### config.mk
export PLATFORM = sky130hd
export DESIGN_NAME = time_display_scan
export DESIGN_NICKNAME = d
export VERILOG_FILES = /design/src/rtl/time_display_scan.sv
export SDC_FILE = /design/constraint.sdc
export NUM_CORES = 1
export LEC_CHECK = 0
export CELL_PAD_IN_SITES_DETAIL_PLACEMENT = 0
export CELL_PAD_IN_SITES_GLOBAL_PLACEMENT = 1
export CORE_AREA = 2 2 123 125
export DETAILED_ROUTE_END_ITERATION = 6
export DIE_AREA = 0 0 125 127
export PLACE_DENSITY_LB_ADDON = 0.12
export SKIP_CTS_REPAIR_TIMING = 1
export SLEW_MARGIN = 10
export SYNTH_ARGS = -nofsm -noshare
export SYNTH_HDL_FRONTEND = slang
export SYNTH_SLANG_ARGS = --single-unit
### constraint.sdc
create_clock -name clk -period 3.4 [get_ports clk]
set_input_delay 0.68 -clock clk [delete_from_list [all_inputs] [get_ports clk]]
set_output_delay 0.68 -clock clk [all_outputs]
set_load 0.1 [all_outputs]
### src/rtl/time_display_scan.sv
// time_display_scan
//
// Purpose:
//   Drives a 3-digit multiplexed common-anode 7-segment display from the
//   BCD time of the clock counter. One field is shown per page as a label
//   digit plus two BCD digits. The time is snapshotted once per scan frame
//   so all three digits come from the same instant. Leading-zero blanking
//   on hours, a pm indicator (dp on the units digit) and blinking of the
//   value digits are supported.
//
// Ports:
//   clk        in   system clock
//   reset      in   synchronous, active-high reset
//   pm         in   pm flag from the clock counter
//   hh         in   hours BCD {tens,units}, 01..12
//   mm         in   minutes BCD, 00..59
//   ss         in   seconds BCD, 00..59
//   page_next  in   single-cycle pulse, advance page H -> M -> S -> H
//   blink_en   in   level, blink the value digits
//   seg        out  {dp,g,f,e,d,c,b,a}, active-low
//   an         out  digit enables, active-low; an[2]=label, an[1]=tens, an[0]=units
//   page       out  current page: 0=H, 1=M, 2=S
//
// Parameters:
//   SCAN_DIV      clock cycles per digit slot (>= BLANK_CYCLES+2)
//   BLANK_CYCLES  cycles at the start of each slot with all anodes off
//   BLINK_HALF    cycles per blink half-period

module time_display_scan #(
  parameter int SCAN_DIV     = 50000,
  parameter int BLANK_CYCLES = 8,
  parameter int BLINK_HALF   = 25000000
) (
  input  logic       clk,
  input  logic       reset,
  input  logic       pm,
  input  logic [7:0] hh,
  input  logic [7:0] mm,
  input  logic [7:0] ss,
  input  logic       page_next,
  input  logic       blink_en,
  output logic [7:0] seg,
  output logic [2:0] an,
  output logic [1:0] page
);

  localparam int PW = (SCAN_DIV > 1) ? $clog2(SCAN_DIV) : 1;
  localparam int BW = (BLINK_HALF > 1) ? $clog2(BLINK_HALF) : 1;
  localparam logic [PW-1:0] SCAN_LAST  = PW'(SCAN_DIV - 1);
  localparam logic [PW-1:0] BLANK_LIM  = PW'(BLANK_CYCLES);
  localparam logic [BW-1:0] BLINK_LAST = BW'(BLINK_HALF - 1);

  localparam logic [7:0] SEG_OFF   = 8'hFF;
  localparam logic [7:0] SEG_DASH  = 8'hBF;
  localparam logic [7:0] LABEL_H   = 8'h89;
  localparam logic [7:0] LABEL_M   = 8'hAB;
  localparam logic [7:0] LABEL_S   = 8'h92;

  typedef enum logic [1:0] {
    PAGE_H = 2'd0,
    PAGE_M = 2'd1,
    PAGE_S = 2'd2
  } page_t;

  // Internal state
  logic [PW-1:0] presc_reg;
  logic [1:0]    digit_reg;
  logic [BW-1:0] blink_cnt_reg;
  logic          blink_on_reg;
  logic [7:0]    snap_hh_reg;
  logic [7:0]    snap_mm_reg;
  logic [7:0]    snap_ss_reg;
  logic          snap_pm_reg;
  page_t         page_reg;

  // Output registers
  logic [7:0]    seg_reg;
  logic [2:0]    an_reg;

  // Combinational next values for the output registers
  logic [7:0]    seg_next;
  logic [2:0]    an_next;
  logic [7:0]    field;
  logic [7:0]    label;
  logic          slot_wrap;
  logic          frame_wrap;

  function automatic logic [7:0] bcd_to_seg(input logic [3:0] n);
    logic [7:0] s;
    case (n)
      4'd0:    s = 8'hC0;
      4'd1:    s = 8'hF9;
      4'd2:    s = 8'hA4;
      4'd3:    s = 8'hB0;
      4'd4:    s = 8'h99;
      4'd5:    s = 8'h92;
      4'd6:    s = 8'h82;
      4'd7:    s = 8'hF8;
      4'd8:    s = 8'h80;
      4'd9:    s = 8'h90;
      default: s = SEG_DASH;
    endcase
    return s;
  endfunction

  assign slot_wrap  = (presc_reg == SCAN_LAST);
  // A new frame begins when the label slot ends; the snapshot is taken then
  // so the units/tens/label digits of one frame always agree.
  assign frame_wrap = slot_wrap && (digit_reg >= 2'd2);

  always_comb begin
    field = snap_hh_reg;
    label = LABEL_H;
    case (page_reg)
      PAGE_M: begin
        field = snap_mm_reg;
        label = LABEL_M;
      end
      PAGE_S: begin
        field = snap_ss_reg;
        label = LABEL_S;
      end
      default: begin
        field = snap_hh_reg;
        label = LABEL_H;
      end
    endcase

    seg_next = SEG_OFF;
    an_next  = 3'b111;
    if (presc_reg >= BLANK_LIM) begin
      case (digit_reg)
        2'd0: begin
          an_next  = 3'b110;
          seg_next = bcd_to_seg(field[3:0]);
          if (snap_pm_reg) seg_next[7] = 1'b0;
        end
        2'd1: begin
          an_next = 3'b101;
          if (page_reg == PAGE_H && field[7:4] == 4'd0)
            seg_next = SEG_OFF;
          else
            seg_next = bcd_to_seg(field[7:4]);
        end
        2'd2: begin
          an_next  = 3'b011;
          seg_next = label;
        end
        default: begin
          an_next  = 3'b111;
          seg_next = SEG_OFF;
        end
      endcase
      // Blink darkens only the value digits; the label stays lit.
      if (blink_en && !blink_on_reg && digit_reg != 2'd2)
        seg_next = SEG_OFF;
    end
  end

  always_ff @(posedge clk) begin
    if (reset) begin
      presc_reg     <= '0;
      digit_reg     <= 2'd0;
      blink_cnt_reg <= '0;
      blink_on_reg  <= 1'b1;
      snap_hh_reg   <= 8'h00;
      snap_mm_reg   <= 8'h00;
      snap_ss_reg   <= 8'h00;
      snap_pm_reg   <= 1'b0;
      page_reg      <= PAGE_H;
      seg_reg       <= SEG_OFF;
      an_reg        <= 3'b111;
    end else begin
      // Scan prescaler and digit index
      if (slot_wrap) begin
        presc_reg <= '0;
        digit_reg <= (digit_reg >= 2'd2) ? 2'd0 : digit_reg + 2'd1;
      end else begin
        presc_reg <= presc_reg + 1'b1;
      end

      if (frame_wrap) begin
        snap_hh_reg <= hh;
        snap_mm_reg <= mm;
        snap_ss_reg <= ss;
        snap_pm_reg <= pm;
      end

      // Blink phase free-runs so enabling blink never restarts its timing
      if (blink_cnt_reg == BLINK_LAST) begin
        blink_cnt_reg <= '0;
        blink_on_reg  <= ~blink_on_reg;
      end else begin
        blink_cnt_reg <= blink_cnt_reg + 1'b1;
      end

      // Page FSM
      case (page_reg)
        PAGE_H:  if (page_next) page_reg <= PAGE_M;
        PAGE_M:  if (page_next) page_reg <= PAGE_S;
        PAGE_S:  if (page_next) page_reg <= PAGE_H;
        default: page_reg <= PAGE_H;
      endcase

      seg_reg <= seg_next;
      an_reg  <= an_next;
    end
  end

  assign seg  = seg_reg;
  assign an   = an_reg;
  assign page = page_reg;

endmodule

==> impl_metrics.toml <==
[power]
p_clk_share_pct = 41.5
p_int_mw = 1.70
power.leakage_nw = 1.77
share_seq_of_total_power_pct = 41.7
p_comb_share_pct = 16.7
total_power_mw = 2.35
vdd_drop_max_v = 0.000219
swShare_pct = 27.5
p_per_area_nw_per_um2 = 475
p_sw_mw = 0.647

[drt]
drc = 0
dr.pass1.iters = 4
num_vias = 3359
wl_per_cell_um = 14.2
drt_iter0_drc = 237
vias_per_cell = 4.74
ant_nets = 0
drt_wl_total_um = 10000

[logic_synthesis]
ys_ff_latch = 82
syn_area_per_cell_sq_um = 8.53
synth-edff-count = 0
synth-async-reset-ratio_pct = 0
synthFlopType = "dfxtp_1"
synth.distinct_cells = 55
synth_warnings = 0
yosysSeqAreaShare_pct = 39.7
syn_nets = 539
netlist_instances = 485
netlist_area_sq_um = 4140

[layout]
final_core_util_pct = 34.3
nFillCells = 1485
nets = 574
mostFrequentLayoutCells = "82 x dfxtp_1, 75 x nand2_1, 63 x nor2_1, 37 x a21oi_1, 35 x clkdlybuf4s50_1"
syn_to_final_growth_pct = 19.5
largest_reg_flops = 25
layout_commonest_cell = "dfxtp_1"
n_antenna_cell = 0
drive_gt1_share_pct = 8.21

[timing]
max_freq_ghz = 0.346
relSlewSlack_pct = 34.6
rsz0062_at_grt = "false"
maxSlewViolCount = 0
hold_viol = 0
finalSetupTns_ps = 0
setup_ws_ps = 509
tightest_slew_ps = 981
finalCritPeriodShare_pct = 85.0
skew_ps = 6.21
layout_min_cycle_time_ps = 2890
setup_viol = 0

[worst_setup_path]
slowest_delay_ps = 610
endpoint_kind = "register"
crit_path_end = "seg[5]"
cp_slowest_cell = "ha_1"
cp_data_required_time_ps = 3610
rrSetupSlack_ps = 510
setup.worst_path.start = "page[1]"
r2r-end = "seg[5]"
worstPathCellList = "inv_1 > ha_1 > buf_4 > mux2i_2 > inv_1 > ha_1 > a211oi_1 > a21oi_1 > o211ai_1 > o211ai_1"
crit_arrival_ps = 3110
critPathKind = "reg2reg"
crit_fanout = 16
r2r_start = "page[1]"
critical_path.top_delay_family = "adder cells"
reg2reg_depth = 10
path_buf_inv = 3
cp-start-kind = "register"
crit_cells = 10

[die]
die_y_um = 127
pin_count = 42
dieWidth_um = 125
coreArea_sq_um = 14400
rows = 44
start_util_pct = 28.7
die_area_sq_um = 15900

[place]
gp_congestion = 0.877
hpwl_um = 7230
dp_slack_ps = 524
port_buffers = 41

[min_path]
hold_start = "snap_pm_reg"
hold_path_class = "reg2reg"

[global_routing]
overflow = 0
grt_antenna_before_repair = 0
grt_pass1_wl_um = 16600
grt_use_total_pct = 13.2
grt_max_degree = 34
grt_pass1_vias = 3298

[status]
status = "finished, final reports clean"

[clock_tree]
clock_latency_ps = 350
cts_sinks = 82
cts-buffers-inserted = 9
clockRootBuffer = "clkbuf_16"
cts_max_level = 3
cts_tree = "built"
cts_max_path_buffers = 2
path_clk_slew_ps = 60

[job]
cap_violations = 0
-- power groups by stage --
stage / registers [mW] / clock network (mW) / logic [mW]
floorplan: 1.03 / 0 / 0.257
global placement: 1.00 / 0 / 0.390
detailed placement: 1.00 / 0 / 0.388
CTS: 0.981 / 1.01 / 0.390
global route: 0.982 / 1.06 / 0.435
finish: 0.981 / 0.976 / 0.394
-- metrics by stage --
step / instances / cell area, sq um / hold slack, ps
5_1_grt: 708 / 4940 / 463
4_1_cts: 708 / 4940 / 455
2_1_floorplan: 485 / 4140 / 430
3_3_place_gp: 693 / 4650 / 442
6_report: 708 / 4940 / 455
3_5_place_dp: 693 / 4650 / 448
-- worst min path at each step --
stage | to | slack [ps] | cells after the start
2_1_floorplan | blink_cnt_reg[0] | 430 | 1
3_3_place_gp | snap_ss_reg[1] | 440 | 2
3_5_place_dp | snap_mm_reg[0] | 450 | 2
4_1_cts | snap_mm_reg[0] | 460 | 2
5_1_grt | snap_mm_reg[0] | 460 | 2
6_report | snap_pm_reg | 460 | 2
-- worst register-to-register path: stages (launching register included) --
cell	delay (ps)
dfxtp_1	400
inv_1	120
ha_1	610
buf_4	290
mux2i_2	390
inv_1	130
ha_1	200
a211oi_1	250
a21oi_1	70
o211ai_1	190
o211ai_1	120
-- per-layer routing --
layer | vias to the layer above | routed length, um | global-route usage [%]
met4 | 0 | 222 | 4.71
li1 | 1717 | - | -
met3 | 20 | 375 | 4.02
met2 | 70 | 4590 | 21.3
met1 | 1552 | 4840 | 16.8
met5 | - | 0 | 0
-- final cells by class --
type                       instances  area, sq um  share of cell area, %
tap                              184          230                   4.66
sequential                        82         1640                   33.2
multi-input combinational        364         2280                   46.2
clock buffer                      10          239                   4.83
timing repair buffer              46          433                   8.76
clock inverter                     5         55.1                   1.11
inverter                          17         63.8                   1.29
-- synthesized netlist by cell type (7+ instances only) --
| library cell | n | area [sq um] |
|---|---|---|
| ha_1 | 25 | 313 |
| xor2_1 | 25 | 219 |
| inv_1 | 17 | 63.8 |
| o21ai_0 | 8 | 40.0 |
| nand3_1 | 21 | 105 |
| a21oi_1 | 37 | 185 |
| nand2_1 | 75 | 282 |
| clkbuf_1 | 7 | 26.3 |
| xnor2_1 | 13 | 114 |
| dfxtp_1 | 82 | 1640 |
| buf_2 | 7 | 35.0 |
| nor2_1 | 63 | 236 |
| nand4_1 | 13 | 81.3 |
-- kinds of logic (layout without fill, tap and decap cells) --
family,Yosys count,count (layout),share of synthesized area [%]
buf+inv,39,78,5.20
fa+ha+maj,25,25,7.56
mux,7,7,1.81
compound gates,79,79,12.2
xor+xnor,38,38,8.04
simple gates,215,215,25.5
flops,82,82,39.7
Note: power is estimated with default switching activity, not from simulation.
